===== config.mk =====
export PLATFORM = sky130hd
export DESIGN_NAME = recovery_transmitter
export DESIGN_NICKNAME = d
export VERILOG_FILES = /design/src/rtl/i3c_pkg.sv /design/src/rtl/crc8_smbus.sv /design/src/rtl/recovery_transmitter.sv
export SDC_FILE = /design/constraint.sdc
export NUM_CORES = 1
export LEC_CHECK = 0
export ABC_AREA = 0
export ABC_CLOCK_PERIOD_IN_PS = 2300
export CAP_MARGIN = 0
export CORE_AREA = 4 4 83 85
export CTS_CLUSTER_DIAMETER = 50
export DETAILED_ROUTE_END_ITERATION = 8
export DIE_AREA = 0 0 87 89
export PLACE_DENSITY = 0.74
export SLEW_MARGIN = 15
export SYNTH_ARGS = -nofsm -noshare
export SYNTH_HDL_FRONTEND = slang
export SYNTH_HIERARCHICAL = 1
export SYNTH_SLANG_ARGS = --single-unit

===== constraint.sdc =====
create_clock -name clk_i -period 2.3 [get_ports clk_i]
set_clock_uncertainty 0.2 [all_clocks]
set_input_delay 0.46 -clock clk_i [delete_from_list [all_inputs] [get_ports clk_i]]
set_output_delay 0.46 -clock clk_i [all_outputs]
set_load 0.05 [all_outputs]

===== src/rtl/i3c_pkg.sv =====
// ---------------------------------------------------------------------------
// i3c_pkg
// Shared types and constants for the I3C recovery datapath.
//   state_e  : recovery transmitter FSM states
//   Crc8Poly : SMBus PEC polynomial (x^8 + x^2 + x + 1)
// ---------------------------------------------------------------------------
package i3c_pkg;

  typedef enum logic [2:0] {
    StIdle,
    StDesc,
    StLenL,
    StLenH,
    StData,
    StPec,
    StDone
  } state_e;

  localparam logic [7:0] Crc8Poly = 8'h07;

endpackage


===== src/rtl/crc8_smbus.sv =====
// ---------------------------------------------------------------------------
// crc8_smbus
// Combinational single-byte CRC-8 update (init handled by the caller,
// MSB-first, polynomial Crc8Poly from i3c_pkg).
// Ports:
//   data_i : byte being folded into the CRC
//   crc_i  : CRC value before this byte
//   crc_o  : CRC value after this byte
// ---------------------------------------------------------------------------
module crc8_smbus
  import i3c_pkg::*;
(
  input  logic [7:0] data_i,
  input  logic [7:0] crc_i,
  output logic [7:0] crc_o
);

  logic [7:0] crcWork;

  // Byte-wise CRC: XOR the byte into the register, then shift out eight bits.
  always_comb begin
    crcWork = crc_i ^ data_i;
    for (int i = 0; i < 8; i++) begin
      if (crcWork[7]) begin
        crcWork = {crcWork[6:0], 1'b0} ^ Crc8Poly;
      end else begin
        crcWork = {crcWork[6:0], 1'b0};
      end
    end
    crc_o = crcWork;
  end

endmodule


===== src/rtl/recovery_transmitter.sv =====
// ---------------------------------------------------------------------------
// recovery_transmitter
// Sends one recovery read response over the TTI TX path: a descriptor
// carrying the total byte count, a little-endian length field, the payload
// streamed from the CSR reader, and (optionally) an SMBus PEC byte.
// A bus STOP during the byte phases aborts the response.
//
// Build option: define RECOVERY_TX_PEC_EN to append the PEC byte
// (descriptor overhead 3 instead of 2, CRC logic instantiated).
//
// Ports:
//   clk_i, rst_ni                  : clock, async active-low reset
//   start_valid_i/start_ready_o    : response request, res_len_i sampled
//   res_len_i                      : payload byte count
//   res_valid_i/res_ready_o/res_data_i : payload byte stream in
//   tx_desc_valid_o/tx_desc_ready_i/tx_desc_data_o : TTI TX descriptor
//   tx_valid_o/tx_ready_i/tx_data_o: TTI TX data bytes
//   bus_stop_i                     : bus STOP detected, aborts response
//   done_o, abort_o                : completion pulse, abort qualifier
// ---------------------------------------------------------------------------
module recovery_transmitter
  import i3c_pkg::*;
#(
  parameter int unsigned TtiTxDescDataWidth = 32
) (
  input  logic                          clk_i,
  input  logic                          rst_ni,
  input  logic                          start_valid_i,
  output logic                          start_ready_o,
  input  logic [15:0]                   res_len_i,
  input  logic                          res_valid_i,
  output logic                          res_ready_o,
  input  logic [7:0]                    res_data_i,
  output logic                          tx_desc_valid_o,
  input  logic                          tx_desc_ready_i,
  output logic [TtiTxDescDataWidth-1:0] tx_desc_data_o,
  output logic                          tx_valid_o,
  input  logic                          tx_ready_i,
  output logic [7:0]                    tx_data_o,
  input  logic                          bus_stop_i,
  output logic                          done_o,
  output logic                          abort_o
);

`ifdef RECOVERY_TX_PEC_EN
  localparam state_e      TailState = StPec;
  localparam logic [16:0] Overhead  = 17'd3;
`else
  localparam state_e      TailState = StDone;
  localparam logic [16:0] Overhead  = 17'd2;
`endif

  state_e      state_q, state_d;
  logic [15:0] len_q, len_d;
  logic [15:0] cnt_q, cnt_d;
  logic        abort_q, abort_d;
  logic [16:0] descSum;
  logic [15:0] descCount;

  // Total byte count on the wire, clamped so a 0xFFFF payload cannot wrap.
  assign descSum        = {1'b0, len_q} + Overhead;
  assign descCount      = descSum[16] ? 16'hFFFF : descSum[15:0];
  assign tx_desc_data_o = TtiTxDescDataWidth'(descCount);

`ifdef RECOVERY_TX_PEC_EN
  logic [7:0] pec_q, pec_d;
  logic [7:0] crcNext;

  crc8_smbus u_crc8_smbus (
    .data_i (tx_data_o),
    .crc_i  (pec_q),
    .crc_o  (crcNext)
  );

  // PEC covers the length field and payload only; it advances solely on
  // accepted bytes so stalls never fold a byte in twice.
  always_comb begin
    pec_d = pec_q;
    if (state_q == StIdle) begin
      pec_d = 8'h00;
    end else if (tx_valid_o && tx_ready_i &&
                 (state_q inside {StLenL, StLenH, StData})) begin
      pec_d = crcNext;
    end
  end

  always_ff @(posedge clk_i or negedge rst_ni) begin
    if (!rst_ni) begin
      pec_q <= 8'h00;
    end else begin
      pec_q <= pec_d;
    end
  end
`endif

  always_ff @(posedge clk_i or negedge rst_ni) begin
    if (!rst_ni) begin
      state_q <= StIdle;
      len_q   <= 16'd0;
      cnt_q   <= 16'd0;
      abort_q <= 1'b0;
    end else begin
      state_q <= state_d;
      len_q   <= len_d;
      cnt_q   <= cnt_d;
      abort_q <= abort_d;
    end
  end

  always_comb begin
    state_d         = state_q;
    len_d           = len_q;
    cnt_d           = cnt_q;
    abort_d         = abort_q;
    start_ready_o   = 1'b0;
    res_ready_o     = 1'b0;
    tx_desc_valid_o = 1'b0;
    tx_valid_o      = 1'b0;
    tx_data_o       = 8'h00;
    done_o          = 1'b0;
    abort_o         = 1'b0;

    unique case (state_q)
      StIdle: begin
        start_ready_o = 1'b1;
        abort_d       = 1'b0;
        if (start_valid_i) begin
          len_d   = res_len_i;
          cnt_d   = res_len_i;
          state_d = StDesc;
        end
      end
      StDesc: begin
        tx_desc_valid_o = 1'b1;
        if (tx_desc_ready_i) begin
          state_d = StLenL;
        end
      end
      StLenL: begin
        tx_valid_o = 1'b1;
        tx_data_o  = len_q[7:0];
        if (tx_ready_i) begin
          state_d = StLenH;
        end
      end
      StLenH: begin
        tx_valid_o = 1'b1;
        tx_data_o  = len_q[15:8];
        if (tx_ready_i) begin
          state_d = (len_q != 16'd0) ? StData : TailState;
        end
      end
      StData: begin
        // Pass-through: the reader holds its byte stable while we stall.
        tx_valid_o  = res_valid_i;
        res_ready_o = tx_ready_i;
        tx_data_o   = res_data_i;
        if (res_valid_i && tx_ready_i) begin
          cnt_d = cnt_q - 16'd1;
          if (cnt_q == 16'd1) begin
            state_d = TailState;
          end
        end
      end
`ifdef RECOVERY_TX_PEC_EN
      StPec: begin
        tx_valid_o = 1'b1;
        tx_data_o  = pec_q;
        if (tx_ready_i) begin
          state_d = StDone;
        end
      end
`endif
      StDone: begin
        done_o  = 1'b1;
        abort_o = abort_q;
        state_d = StIdle;
      end
      default: begin
        state_d = StIdle;
      end
    endcase

    // A STOP overrides any transition but leaves this cycle's handshake intact.
    if (bus_stop_i && (state_q inside {StLenL, StLenH, StData, StPec})) begin
      state_d = StDone;
      abort_d = 1'b1;
    end
  end

endmodule


# Yosys cells after proc, flatten, opt, wreduce, memory -nomap -nowiden
# Cells that the tools add are included.
# totals
reg_bits	36
memories	0
input_bits	31
latchBits	0
out_inout_bits	46
rom_bits	0
elab_cells	54
ram_bits	0
# classes
reduce_logical	11
n_mux	22
n_div	0
bitwise	0
shift	0
n_lt_le_gt_ge	0
multipliers	0
addsub	2
eq_ne	15
# op_table
op	n
$mux W16	3
$pmux W16 S2	1
$pmux W8 S3	1
$mux W3	7
$add A16 B2 Y17 const B	1
$eq A16 B1 Y1 const B	1
$reduce_bool A16 Y1	1
$sub A16 B1 Y16 const B	1
$pmux W3 S5	1
$ne A3 B2 Y1 const B	4
$eq A3 B3 Y1 const B	3
$mux W1	7
$eq A3 B2 Y1 const B	2
$ne A3 B3 Y1 const B	2
$reduce_and A6 Y1	1
$ne A2 B2 Y1 const B	2
$reduce_bool A2 Y1	2
$reduce_bool A4 Y1	1
$eq A3 B1 Y1 const B	1
$logic_not A3 Y1	1
$reduce_and A3 Y1	1
$logic_and A1 B1 Y1	2
$mux W2	1
$pmux W1 S2	1
other kinds (2)	2

# Depth between registers and ports, before layout
# depth
depth_word	5
depth_mapped	7
ltp_nobuf	6

# Worst setup path after synthesis
# OpenSTA, ideal clock, no wires.
# synth_timing
kind	flip-flop to output port
start	register state_q[2]
end	output tx_valid_o
n_path_buf	2
stages_incl_launch_ff	6
path_slack_ns	-0.581
t_arrival_ns	2.221
required_ns	1.640
path_cell_list	dfrtp_1 -> clkbuf_1 -> clkbuf_1 -> nor2b_1 -> nand2_1 -> o21ai_0
# synth_between
elab_chain_cells	3
elab_cells_between_ends	5
cone_classes	eq/ne (3); mux (1); reduce/logical (1)
# synth_lines
item	line_no	rtl
start: declaration	recovery_transmitter.sv:53	state_e state_q, state_d;
start signal: assignment	recovery_transmitter.sv:98	state_q <= StIdle;
start signal: assignment	recovery_transmitter.sv:103	state_q <= state_d;
$eq A3 B2 Y1	recovery_transmitter.sv:123	unique case (state_q)
$reduce_or A2 Y1 (no source line)	--	
$pmux W1 S2 *	recovery_transmitter.sv:123	
end: declaration	recovery_transmitter.sv:37	output logic tx_valid_o,
# Every way passes the cells marked *; elsewhere a longest branch is shown, timed or not.

# Worst setup path in the final report
# layout_timing
start	register len_q[2]
end	output tx_desc_data_o[15]
# layout_between
elab_chain_cells	2
# layout_lines
item	line_no	rtl
start: declaration	recovery_transmitter.sv:54	logic [15:0] len_q, len_d;
start signal: assignment	recovery_transmitter.sv:104	len_q <= len_d;
$add A16 B2 Y17	recovery_transmitter.sv:61	assign descSum = {1'b0, len_q} + Overhead;
$mux W16	recovery_transmitter.sv:62	assign descCount = descSum[16] ? 16'hFFFF : descSum[15:0];
end: declaration	recovery_transmitter.sv:36	output logic [TtiTxDescDataWidth-1:0] tx_desc_data_o,
# No other way between the ends.

==> flow_summary.yaml <==
outcome:
  status: "complete, but fails checks"
  failed_checks: "negative setup slack"
synth:
  synth_warnings: 6
  yosys.area.top_type_share: 0.338
  ys_ff_latch: 36
  ys_types: 55
  synth_edf_count: 0
  yosys-top-cells-area: "dfrtp_1 (34%), nand2_1 (11%), buf_4 (5.1%)"
  synth_area_um2: 2670
  synth_ff_type: "dfrtp_1"
  syn_inst: 348
  synthArstFlopShare: 1.00
  synth_common_cells: "nand2_1 (80), dfrtp_1 (36), clkbuf_1 (22), o21ai_0 (22), buf_4 (18)"
  synth_most_common_cell: "nand2_1"
  yosysSeqAreaShare: 0.338
  synth_largest_area_cell: "dfrtp_1"
  syn_avg_cell_area_um2: 7.66
drt:
  viasPerCell: 5.75
  dr.first_iter.drc_count: 238
  wl_met1_um: 3590
  drc_errors: 0
  routedWlPerCell_um: 17.5
  wirelength_um: 9240
  wl_met2_um: 4660
  firstDrtPassIters: 5
  drtAntennaViolNets: 0
  vias: 3034
  wl_met3_um: 767
  top_layer_used: "met4"
pwr:
  p_per_area_nw_per_um2: 1530
  ir_worst_vdd_uv: 1220
  p_leak_uw: 0.00196
clock_network:
  clk_latency_ns: 0.29
  cts_buffers: 5
  cts_sinks: 36
  htreeDepth: 2
  cts_hold_buf: 0
  clock-root-buffer: "clkbuf_8"
  cts_buffer_depth: 2
  cts_tree: "built"
  clkTransAtPathRegs_ns: 0.07
cells_and_area:
  final_util: 0.720
  num_antenna_cells: 0
  drive_above_1_share: 0.355
  multi_input_comb_area_um2: 1930
  fillers: 438
  finalInstanceArea_um2: 4470
  syn2layout_area_growth_pct: 67.7
  seq_area_um2: 905
  num-nets-final: 485
timing:
  min_period_ns: 2.42
  setup-violations-final: 16
  period_share: 1.05
  slew_violations: 0
  layout_setup_ws_ns: -0.118
  max_freq_mhz: 414
  finalHoldViolations: 0
  rsz0062_at_grt: "yes"
critical_path:
  worstReg2RegEnd: "cnt_q[12]"
  critPathCaptureType: "output port"
  critPathLaunch: "len_q[2]"
  cp.arrival_ns: 1.76
  reg2reg_from: "cnt_q[4]"
  path_class: "flop to output port"
  critPathCapture: "tx_desc_data_o[15]"
  critPathLaunchType: "flop"
  r2r_cells: 4
  cp.required_ns: 1.64
  critPathMaxFanout: 4
  crit_chain: "buf_6 > ha_4 > nand3_4 > nor4_4 > xnor2_2 > nand2_4 > buf_12"
  cp_slowest_cell: "dfrtp_1"
  worst-r2r-setup-slack_ns: 0.07
  max_stage_delay_ns: 0.37
die:
  core_area_um2: 6200
  die_h_um: 89
  rows: 29
  initial_utilization: 0.430
  pin_count: 77
  dieArea_um2: 7740
  die_w_um: 87
hold_path:
  min_path_type: "flop to flop"
  holdPathStages: 2
job:
  drv_cap: 0
global_routing:
  grt_pass1_wl_um: 14200
  grt_overflow: 0
  grt_max_degree: 37
  grt_antenna_before_repair: 0
  grt_pass1_vias: 2862
  grtUsageTotal: 0.235
place:
  gp_congestion: 0.925
  dp_hpwl_um: 6330
  portBuffers: 60
  placedInstanceArea_um2: 3930
[worst max-delay path: cells and delay by family (launching register included)]
| family | cells | cell delay (ns) |
|---|---|---|
| adders and majority gates | 1 | 0.15 |
| xor gates and xnor gates | 1 | 0.17 |
| buffers and inverters | 2 | 0.28 |
| DFF | 1 | 0.37 |
| and+or+nand+nor | 3 | 0.49 |
[registers in the layout (all words and copies together) (netlist names)]
name	cells
cnt_q	16
state_q	3
abort_q	1
len_q	16
[where the power goes]
| group | internal, uW | switching, uW | total [uW] |
|---|---|---|---|
| Sequential | 946 | 289 | 1240 |
| Clock | 267 | 222 | 488 |
| Combinational | 2340 | 2800 | 5130 |
[per-layer routing]
layer	vias up	GRT usage
met5	-	0
met4	0	0.112
met3	16	0.0369
met2	162	0.402
met1	1450	0.289
li1	1406	-
[worst min-delay path by stage]
stage / startpoint / to / slack (ns)
2_1_floorplan: rst_ni / abort_q / -0.04
3_3_place_gp: cnt_q[5] / cnt_q[5] / 0.31
3_5_place_dp: cnt_q[8] / cnt_q[8] / 0.33
4_1_cts: cnt_q[5] / cnt_q[5] / 0.35
5_1_grt: cnt_q[5] / cnt_q[5] / 0.38
6_report: cnt_q[13] / cnt_q[13] / 0.35
[layout make-up]
cell class / count / area share
Clock buffer: 7 / 0.0216
Inverter: 8 / 0.00672
Multi-Input combinational cell: 279 / 0.431
Sequential cell: 36 / 0.202
Tap cell: 77 / 0.0216
Timing Repair Buffer: 121 / 0.317
[kinds of logic (layout without fill, tap and decap cells)]
group / after synthesis / after routing / synth area share
simple gates: 163 / 163 / 0.297
compound gates: 84 / 84 / 0.212
buf+inv: 48 / 136 / 0.0930
flops: 36 / 36 / 0.338
xor+xnor: 10 / 10 / 0.0329
fa+ha+maj: 3 / 3 / 0.0141
mux: 3 / 3 / 0.0122
other cells: 1 / 16 / 0.00141
[metrics by stage]
step | setup WS, ns | power [uW] | hold WS [ns] | instances | TNS (ns)
after floorplan | -0.244 | 3830 | -0.0356 | 363 | -0.452
after global placement | 0.00618 | 5750 | 0.311 | 501 | 0
after detailed placement | -0.0290 | 5840 | 0.332 | 501 | -0.0290
after CTS | -0.0732 | 6590 | 0.349 | 517 | -1.08
after global routing | -0.175 | 7220 | 0.382 | 528 | -2.18
final | -0.118 | 6860 | 0.353 | 528 | -1.23
[layout by cell type, fill, tap and decap left out, types with 3 or more instances in the layout]
master,synthesis,routed
nand4_1,3,3
buf_4,18,50
and3_1,4,4
nor2_4,0,3
dfrtp_2,0,3
nand3_1,12,10
or4_4,2,3
clkdlybuf4s50_1,0,30
a22oi_1,11,10
a21o_1,4,4
a21oi_1,13,13
nor3_4,0,3
nor2_1,17,13
o21ai_2,0,8
clkbuf_8,0,7
o21a_1,3,3
conb_1,1,16
nand2_4,0,12
xnor2_2,0,5
buf_12,0,29
nor4_1,9,7
o211ai_1,5,5
a211oi_1,3,3
dfrtp_1,36,33
nor3_1,9,5
nand2_1,80,67
o21ai_0,22,13
buf_6,0,9
inv_1,8,8
[what timing repair did]
action,CTS,global route
gates cloned,1,0
setup endpoints to repair,23,30
pin swaps,13,7
gates resized for setup,45,15
buffers inserted,8,11
Power figures use the tool's default switching activity.
